===== src/rtl/bus_width_decrease.sv =====
// Serializing stage: accepts one SIZE_IN word per handshake and emits SIZE_IN/SIZE_OUT slices.
// Optional `BUS_WIDTH_DECREASE_REG_READY_EN adds a one-word skid so input_ready comes from a flop.
module bus_width_decrease #(
  parameter int unsigned SIZE_IN       = 32,
  parameter int unsigned SIZE_OUT      = 8,
  parameter bit          LITTLE_ENDIAN = 1'b0
) (
  input  logic                clk,
  input  logic                reset_n,
  output logic                input_ready,
  input  logic                input_valid,
  input  logic [SIZE_IN-1:0]  data_in,
  input  logic                output_ready,
  output logic                output_valid,
  output logic [SIZE_OUT-1:0] data_out,
  output logic                output_last
);

  localparam int unsigned RATIO  = SIZE_IN / SIZE_OUT;
  localparam int unsigned BEAT_W = (RATIO > 1) ? $clog2(RATIO) : 1;
  localparam logic [BEAT_W-1:0] LAST_BEAT = BEAT_W'(RATIO - 1);

  if (((SIZE_IN % SIZE_OUT) != 0) || (RATIO < 2)) begin : g_cfg_check
    $error("bus_width_decrease: SIZE_IN must be a multiple of SIZE_OUT with a ratio of at least 2");
  end

  typedef enum logic {
    S_IDLE   = 1'b0,
    S_ACTIVE = 1'b1
  } state_e;

  state_e              state_q, state_d;
  logic [SIZE_IN-1:0]  word_q, word_d;
  logic [BEAT_W-1:0]   beat_q, beat_d;
  logic [BEAT_W-1:0]   slice_idx;
  logic                busy, last_beat, in_hs, out_hs;

  assign busy      = (state_q == S_ACTIVE);
  assign last_beat = (beat_q == LAST_BEAT);
  assign in_hs     = input_valid && input_ready;
  assign out_hs    = busy && output_ready;

  assign output_valid = busy;
  assign output_last  = busy && last_beat;

`ifdef BUS_WIDTH_DECREASE_REG_READY_EN
  logic [SIZE_IN-1:0] skid_q, skid_d;
  logic               skid_full_q, skid_full_d;

  assign input_ready = !skid_full_q;
`else
  assign input_ready = !busy || (last_beat && output_ready);
`endif

  // Beat 0 is the most-significant slice unless LITTLE_ENDIAN reverses the order.
  always_comb begin
    slice_idx = LITTLE_ENDIAN ? beat_q : (LAST_BEAT - beat_q);
    data_out  = '0;
    if (busy) begin
      data_out = word_q[slice_idx*SIZE_OUT +: SIZE_OUT];
    end
  end

  always_comb begin
    state_d = state_q;
    word_d  = word_q;
    beat_d  = beat_q;
`ifdef BUS_WIDTH_DECREASE_REG_READY_EN
    skid_d      = skid_q;
    skid_full_d = skid_full_q;
`endif
    case (state_q)
      S_IDLE: begin
        if (in_hs) begin
          word_d  = data_in;
          beat_d  = '0;
          state_d = S_ACTIVE;
        end
      end
      S_ACTIVE: begin
        if (out_hs && !last_beat) begin
          beat_d = beat_q + 1'b1;
        end else if (out_hs) begin
          beat_d = '0;
`ifdef BUS_WIDTH_DECREASE_REG_READY_EN
          if (skid_full_q) begin
            word_d      = skid_q;
            skid_full_d = 1'b0;
          end else if (in_hs) begin
            word_d = data_in;
          end else begin
            state_d = S_IDLE;
          end
`else
          if (in_hs) begin
            word_d = data_in;
          end else begin
            state_d = S_IDLE;
          end
`endif
        end
`ifdef BUS_WIDTH_DECREASE_REG_READY_EN
        // Words arriving mid-serialization park in the skid; only an empty skid on the last beat bypasses it.
        if (in_hs && !(out_hs && last_beat)) begin
          skid_d      = data_in;
          skid_full_d = 1'b1;
        end
`endif
      end
      default: state_d = S_IDLE;
    endcase
  end

  always_ff @(posedge clk or negedge reset_n) begin
    if (!reset_n) begin
      state_q <= S_IDLE;
      word_q  <= '0;
      beat_q  <= '0;
    end else begin
      state_q <= state_d;
      word_q  <= word_d;
      beat_q  <= beat_d;
    end
  end

`ifdef BUS_WIDTH_DECREASE_REG_READY_EN
  always_ff @(posedge clk or negedge reset_n) begin
    if (!reset_n) begin
      skid_q      <= '0;
      skid_full_q <= 1'b0;
    end else begin
      skid_q      <= skid_d;
      skid_full_q <= skid_full_d;
    end
  end
`endif

endmodule

===== config.mk =====
export PLATFORM = sky130hd
export DESIGN_NAME = bus_width_decrease
export DESIGN_NICKNAME = d
export VERILOG_FILES = /design/src/rtl/bus_width_decrease.sv
export SDC_FILE = /design/constraint.sdc
export NUM_CORES = 1
export LEC_CHECK = 0
export CAP_MARGIN = 10
export CORE_ASPECT_RATIO = 0.6
export CORE_MARGIN = 3
export CORE_UTILIZATION = 38
export DETAILED_ROUTE_END_ITERATION = 6
export PLACE_DENSITY_LB_ADDON = 0.12
export SLEW_MARGIN = 15
export SYNTH_ARGS = -nofsm -noshare
export SYNTH_HDL_FRONTEND = slang
export SYNTH_SLANG_ARGS = --single-unit

===== constraint.sdc =====
create_clock -name clk -period 4.57 [get_ports clk]
set_clock_uncertainty 0.05 [all_clocks]
set_input_delay 0.6855 -clock clk [delete_from_list [all_inputs] [get_ports clk]]
set_output_delay 0.6855 -clock clk [all_outputs]
set_load 0.05 [all_outputs]

# Word level (Yosys, flattened, before mapping)
# Index checks and enable logic that the tools add are counted.
# W data, S select, Z words.
# word_totals
register_bits	35
out_inout_bits	11
in_bits	36
elab_cells	35
# op_classes
reduce_logical	10
bitwise_logic	1
shifts	1
n_mux	13
n_eq_ne	5
add_sub_neg	2
# ops
operator	n
$mux W32	3
$pmux W32 S2	1
$shiftx A32 B6 Y8	1
$mux W8	1
$mux W2	3
$logic_and A1 B1 Y1	5
$ne A2 B2 Y1 const B	2
$pmux W2 S2	1
$reduce_and A2 Y1	2
$mux W1	3
$ne A3 B1 Y1 const B	1
$add A2 B1 Y2 const B	1
$eq A2 B2 Y1 const B	1
$logic_not A1 Y1	2
$ne A2 B1 Y1 const B	1
$pmux W1 S2	1
$sub A2 B2 Y2 const A	1
$logic_or A1 B1 Y1	1
$not A1 Y1	1

# Longest topological paths before layout
# Gate-level depths: netlist of the first run.
# depth
word_depth	8
depth_mapped	5
depth_no_buf	4

# Least setup slack after synthesis of the first run
# No wires, ideal clock.
# synth_timing
kind	flip-flop to output port
start	register state_q (netlist: output_valid)
end	output port data_out[6]
n_path_buf	0
setup_slack_ps	2029
t_required_ps	3834
arrival_ps	1806
stages_incl_launch_ff	3
cell_sequence	dfrtp_1 > nand2_1 > o22ai_1
# synth_via
elab_chain_cells	1
# synth_lines
element	line_no	rtl
start: declaration	32	state_e state_q, state_d;
start signal: assignment	120	state_q <= state_d;
$mux W8	59	if (busy) begin
end: declaration	15	output logic [SIZE_OUT-1:0] data_out,
# Every way passes these cells.

# Worst setup path after layout of the first run
# layout_timing
start	register beat_q[1]
end	output port input_ready
# layout_via
elab_chain_cells	3
# layout_lines
element	line_no	rtl
start: declaration	34	logic [BEAT_W-1:0] beat_q, beat_d;
start signal: assignment	122	beat_q <= beat_d;
$eq A2 B2 Y1	39	assign last_beat = (beat_q == LAST_BEAT);
$logic_and A1 B1 Y1	52	assign input_ready = !busy || (last_beat && output_ready);
$logic_or A1 B1 Y1	52	
end: declaration	10	output logic input_ready,
# Every way passes these cells.

==> out/metrics.cfg, run 1 <==
[finish]
final_cell_mix = clkdlybuf4s50_1 (45), dfrtp_1 (35), mux2_4 (30)
diodes = 0
finalInstanceArea_sq_um = 2300
mostFrequentLayoutCell = clkdlybuf4s50_1
nets = 196
areaGrowthSynthToFinish_pct = 31.0
utilization_pct = 53.7
drive_gt1_share_pct = 27.5
final_cells = 220

[drt]
num_vias = 1054
drt_wl_total_um = 3410
drc = 0
wl_per_cell_um = 15.5
initialDrtViolationCount = 24
ant_nets = 0
dr.pass1.iters = 4
avgViaCountPerCell = 4.79

[place]
io_buffers = 46
placed_cell_area_sq_um = 2210
gp_congestion = 0.719
place_worst_setup_slack_ns = 1.51
dp_hpwl_um = 2340
place_inst = 212

[cts]
clkSlewWorstSetupHoldPaths_ns = 0.07
numCtsBuffers = 5
cts_resized = 0
clock_latency_ns = 0.29
clkSinkCount = 35
clk_path_buf_depth = 2
htreeDepth = 2
post_cts_buffers = 0
ctsHoldBuffers = 0
root_buffer = clkbuf_8
cts_tree = done

[critical_path]
cpMaxStageDelayCell = dfrtp_1
crit_family = flip-flops
critical_path_class = reg2out
crit_buf_inv = 1
cpPeakStageDelay_ns = 0.99
critPathMaxFanout = 19
end_kind = output pin
critical_path.cell_chain = ha_1 > a21bo_4 > clkdlybuf4s50_1
required_ns = 3.83
startpoint = beat_q[1]$_DFFE_PN0P_
worstSetupStartpointType = register
r2r-start = beat_q[1]$_DFFE_PN0P_
critical_path_arrival_ns = 2.64

[synth]
synth_area_leaders = dfrtp_1 (50%), mux2_4 (26%), mux2i_1 (9.1%)
synth_top_area_cell = dfrtp_1
synth_seq_cells = 35
synth_top_area_share_pct = 50.0
netlist_instances = 112
ys_types = 21
async_reset_ff_share_pct = 100
synth_warnings = 0
synth-seq-area-share_pct = 50.0
syn_nets = 149
synth_area_sq_um = 1750
synth.avg_cell_area_sq_um = 15.7
synth-main-ff-cell = dfrtp_1
synth_edf_count = 0

[global_routing]
antenna_found_initial = 0
grt_max_degree = 36
grt_pass1_vias = 1153
grt_pass1_wl_um = 5720
grtUsageTotal_pct = 14.0
gr-total-overflow = 0

[floorplanning]
start_util_pct = 41.0
rows = 18
core_sq_um = 4280
dieHeight_um = 58.6
die_w_um = 93.7
dieArea_sq_um = 5490
ios = 47

[power_and_ir_drop]
p_switching_w = 0.000719
internal-power_w = 0.00105
ir_drop_uv = 343
p_per_area_nw_per_um2 = 769
pwr-share-comb_pct = 53.7
clock_power_share_pct = 12.8
p_sw_share_pct = 40.7
seqPwrFrac_pct = 33.5
p_leak_nw = 1.07

[sta]
slew_headroom_pct = 34.9
rsz0062_at_grt = no
fmaxAchievable_mhz = 296
setup_slack_ns = 1.19
slew_viol_final = 0
hold_violations = 0
setup_tns_ns = 0
min_period_ns = 3.38
min_period_over_period_pct = 73.9
tightest_slew_ns = 0.977
setup_viol = 0

[job]
drv_cap = 0

[status]
status = finished clean

[worst_hold_path]
hp-class = in2async

==> stage by stage <==
stage / hold slack (ns) / power [W]
floorplan: 0.340 / 0.00130
global placement: 0.443 / 0.00153
detailed placement: 0.442 / 0.00155
CTS: 0.433 / 0.00179
global route: 0.465 / 0.00187
finish: 0.414 / 0.00177
==> kinds of logic after synthesis <==
| group | share of synthesized area [%] |
|---|---|
| AOI/OAI and AO/OA | 5.28 |
| adders and majority gates | 0.714 |
| buffers and inverters | 4.57 |
| DFF | 50.0 |
| muxes | 36.1 |
| and+or+nand+nor | 3.35 |
==> Yosys cell counts, types with 2 or more instances <==
cell and count:
mux2_4 30, nand2b_1 2, dfrtp_1 35, nand2_1 3
buf_12 3, o22ai_1 8, mux2i_1 16, mux2_2 2
==> flip-flops by register name, indices dropped and copies added (netlist names) <==
signal        count
word_q           32
beat_q            2
output_valid      1
==> power groups by stage <==
stage | combinational (W) | sequential (W) | clock (W)
floorplan | 0.000767 | 0.000537 | 0
global placement | 0.000941 | 0.000592 | 0
detailed placement | 0.000955 | 0.000595 | 0
CTS | 0.000960 | 0.000592 | 0.000234
global route | 0.00101 | 0.000617 | 0.000245
finish | 0.000949 | 0.000592 | 0.000226
==> routing by layer <==
metal  vias up  part of all wire [%]  GRT usage, %
met5         -                     0             0
met1       520                    48          18.7
met4         0                   2.1          6.79
li1        499                     -             -
met2        27                    43          20.0
met3         8                   7.4          5.49
==> final timing paths <==
path,endpoint,slack (ns),cells after the start
worst max-delay path,input_ready,1.19,3
worst min-delay path,word_q[8]$_DFFE_PN0P_,0.41,1
worst max register to register,word_q[12]$_DFFE_PN0P_,2.26,4
worst min register to register,word_q[5]$_DFFE_PN0P_,0.46,1
max in group asynchronous,word_q[25]$_DFFE_PN0P_,3.56,1
min in group clk,word_q[5]$_DFFE_PN0P_,0.46,1
==> worst reg2reg max path: cells and delay by family, from the launching register on <==
kind / cells / cell delay (ns)
and+or+nand+nor: 1 / 0.21
adders and majority gates: 1 / 0.37
AOI/OAI and AO/OA: 1 / 0.19
muxes: 1 / 0.41
DFF: 1 / 0.99
==> final cells by class <==
| cell class | instances | area (sq um) |
|---|---|---|
| flip-flops and latches | 35 | 876 |
| well taps | 60 | 75.1 |
| inverters | 1 | 3.75 |
| multi-input cells | 70 | 797 |
| clock inverters | 3 | 20.0 |
| clock buffers | 5 | 68.8 |
| fillers | 382 | 1980 |
| repair buffers | 46 | 455 |
No activity file was read; power rests on OpenSTA's default activity.
==> run 2, diff against run 1 <==
- clock period: 4.57 -> 3.3 ns (I/O delays scaled with it)
==> out/metrics.cfg, run 2 (synthesis gave the netlist of run 1 again) <==
[critical_path]
r2r_slack_ns = 1.33  ; -0.93 ns
critical_path.cell_chain = buf_12 > mux2i_1 > o22ai_1 > clkdlybuf4s50_1
r2r-start = beat_q[1]$_DFFE_PN0P_
crit_family = buffers and inverters
r2r_end = word_q[5]$_DFFE_PN0P_
path_depth = 4  ; +1
crit_buf_inv = 2  ; +1
end_kind = output pin
critical_path_class = reg2out
cpPeakStageDelay_ns = 0.84  ; -0.15 ns
reg2regPathDepth = 4  ; unchanged
worstSetupStartpointType = register
critical_path_arrival_ns = 2.30  ; -0.34 ns
critPathMaxFanout = 10  ; -9
cpMaxStageDelayCell = clkdlybuf4s50_1
required_ns = 2.75  ; -1.08 ns

[sta]
setup_slack_ns = 0.456  ; -0.737 ns
hold_violations = 0  ; unchanged
slew_headroom_pct = 48.6  ; +14 points
holdWs_ns = 0.230  ; -0.184 ns
min_period_ns = 2.84
setup_tns_ns = 0  ; unchanged
slew_viol_final = 0  ; unchanged
setup_viol = 0  ; unchanged
tightest_slew_ns = 0.771  ; -0.206 ns
rsz0062_at_grt = no
min_period_over_period_pct = 86.2
fmaxAchievable_mhz = 352

[worst_hold_path]
hp-class = in2async

[floorplanning]
core_sq_um = 4280  ; unchanged
die_w_um = 93.7  ; unchanged
ios = 47  ; unchanged
dieHeight_um = 58.6  ; unchanged
rows = 18  ; unchanged
start_util_pct = 41.0  ; unchanged
dieArea_sq_um = 5490  ; unchanged

[finish]
drive_gt1_share_pct = 28.0  ; +0.45 points
fillers = 359  ; -6.0%
largest_register_ffs = 32  ; unchanged
mostFrequentLayoutCell = clkdlybuf4s50_1
largest-register = word_q
areaGrowthSynthToFinish_pct = 33.8
utilization_pct = 54.8  ; +1.1 points
nets = 197  ; +0.51%
final_cell_mix = clkdlybuf4s50_1 (45), dfrtp_1 (35), mux2_4 (30)
diodes = 0  ; unchanged

[place]
io_buffers = 46  ; unchanged
place_worst_setup_slack_ns = 0.715  ; -0.797 ns
dp_hpwl_um = 2380  ; +1.7%
gp_congestion = 0.724  ; +0.79%

[drt]
wl_met1_um = 1630  ; +0.18%
initialDrtViolationCount = 34  ; +42%
wl_per_cell_um = 15.5  ; -0.16%
wl_met3_um = 206  ; -19%
wl_met2_um = 1570  ; +7.6%
ant_nets = 0  ; unchanged
drc = 0  ; unchanged
num_vias = 1038  ; -1.5%
top_layer_used = met4
avgViaCountPerCell = 4.70  ; -2.0%
drt_wl_total_um = 3420  ; +0.29%
dr.pass1.iters = 4  ; unchanged

[cts]
cts_tree = done
clock_latency_ns = 0.28  ; about the same
clkSlewWorstSetupHoldPaths_ns = 0.08  ; about the same
clkSinkCount = 35  ; unchanged
post_cts_buffers = 0  ; unchanged
htreeDepth = 2  ; unchanged
clk_path_buf_depth = 2  ; unchanged
numCtsBuffers = 5  ; unchanged
cts_resized = 0  ; unchanged
root_buffer = clkbuf_8
ctsHoldBuffers = 0  ; unchanged

[status]
status = finished clean

[global_routing]
gr-total-overflow = 0  ; unchanged
grt_pass1_vias = 1174  ; +1.8%
grtUsageTotal_pct = 14.1  ; +0.13 points
grt_pass1_wl_um = 5870  ; +2.6%
grt_max_degree = 36  ; unchanged
antenna_found_initial = 0  ; unchanged

[power_and_ir_drop]
finalPower_w = 0.00255  ; +45%
p_per_area_nw_per_um2 = 1090  ; +42%
p_leak_nw = 1.10  ; +2.8%
ir_drop_uv = 732  ; +110%

[job]
drv_cap = 0  ; unchanged

==> run 2: changes by cell type in the layout (fill, tap and decap cells not counted) <==
cell        delta
buf_12         +1
bufinv_16      +1
clkinvlp_4     -2
clkbuf_8       +1
==> run 2: worst register-to-register path, cell delays in order, from the launching register on <==
cell and delay [ns]:
dfrtp_1 0.57, ha_1 0.33, a21bo_4 0.25, nand2_8 0.27, mux2_2 0.39
==> run 2: worst max path at each step <==
stage,from,endpoint,slack [ns]
2_1_floorplan,output_valid$_DFF_PN0_,data_out[6],0.95
4_1_cts,beat_q[1]$_DFFE_PN0P_,data_out[3],0.41
5_1_grt,beat_q[1]$_DFFE_PN0P_,data_out[5],0.34
3_5_place_dp,output_ready,input_ready,0.72
3_3_place_gp,output_ready,input_ready,0.74
6_report,beat_q[1]$_DFFE_PN0P_,data_out[3],0.46
==> run 2: final cells by class <==
cell class	instances	area [sq um]	area share (%)
clock inverter	2	35.0	1.49
multi-input combinational	70	797	34.0
tap	60	75.1	3.20
inverter	1	3.75	0.160
clock buffer	6	82.6	3.52
timing repair buffer	47	475	20.3
sequential	35	876	37.4
==> run 2: power by group <==
| group | total, W | switching (W) | internal, W |
|---|---|---|---|
| logic | 0.00136 | 0.000685 | 0.000679 |
| clock network | 0.000395 | 0.000151 | 0.000244 |
| registers | 0.000795 | 0.000152 | 0.000643 |
==> run 2: stage by stage <==
stage,instance area [sq um],std cells
finish,2340,221
global placement,2230,213
floorplan,1750,112
global route,2340,221
detailed placement,2230,213
CTS,2340,221
==> run 2: per-layer routing <==
| metal | up-vias | track usage (%) |
|---|---|---|
| met5 | - | 0 |
| met4 | 0 | 3.70 |
| met3 | 2 | 5.24 |
| met2 | 24 | 23.0 |
| met1 | 508 | 18.0 |
| li1 | 504 | - |
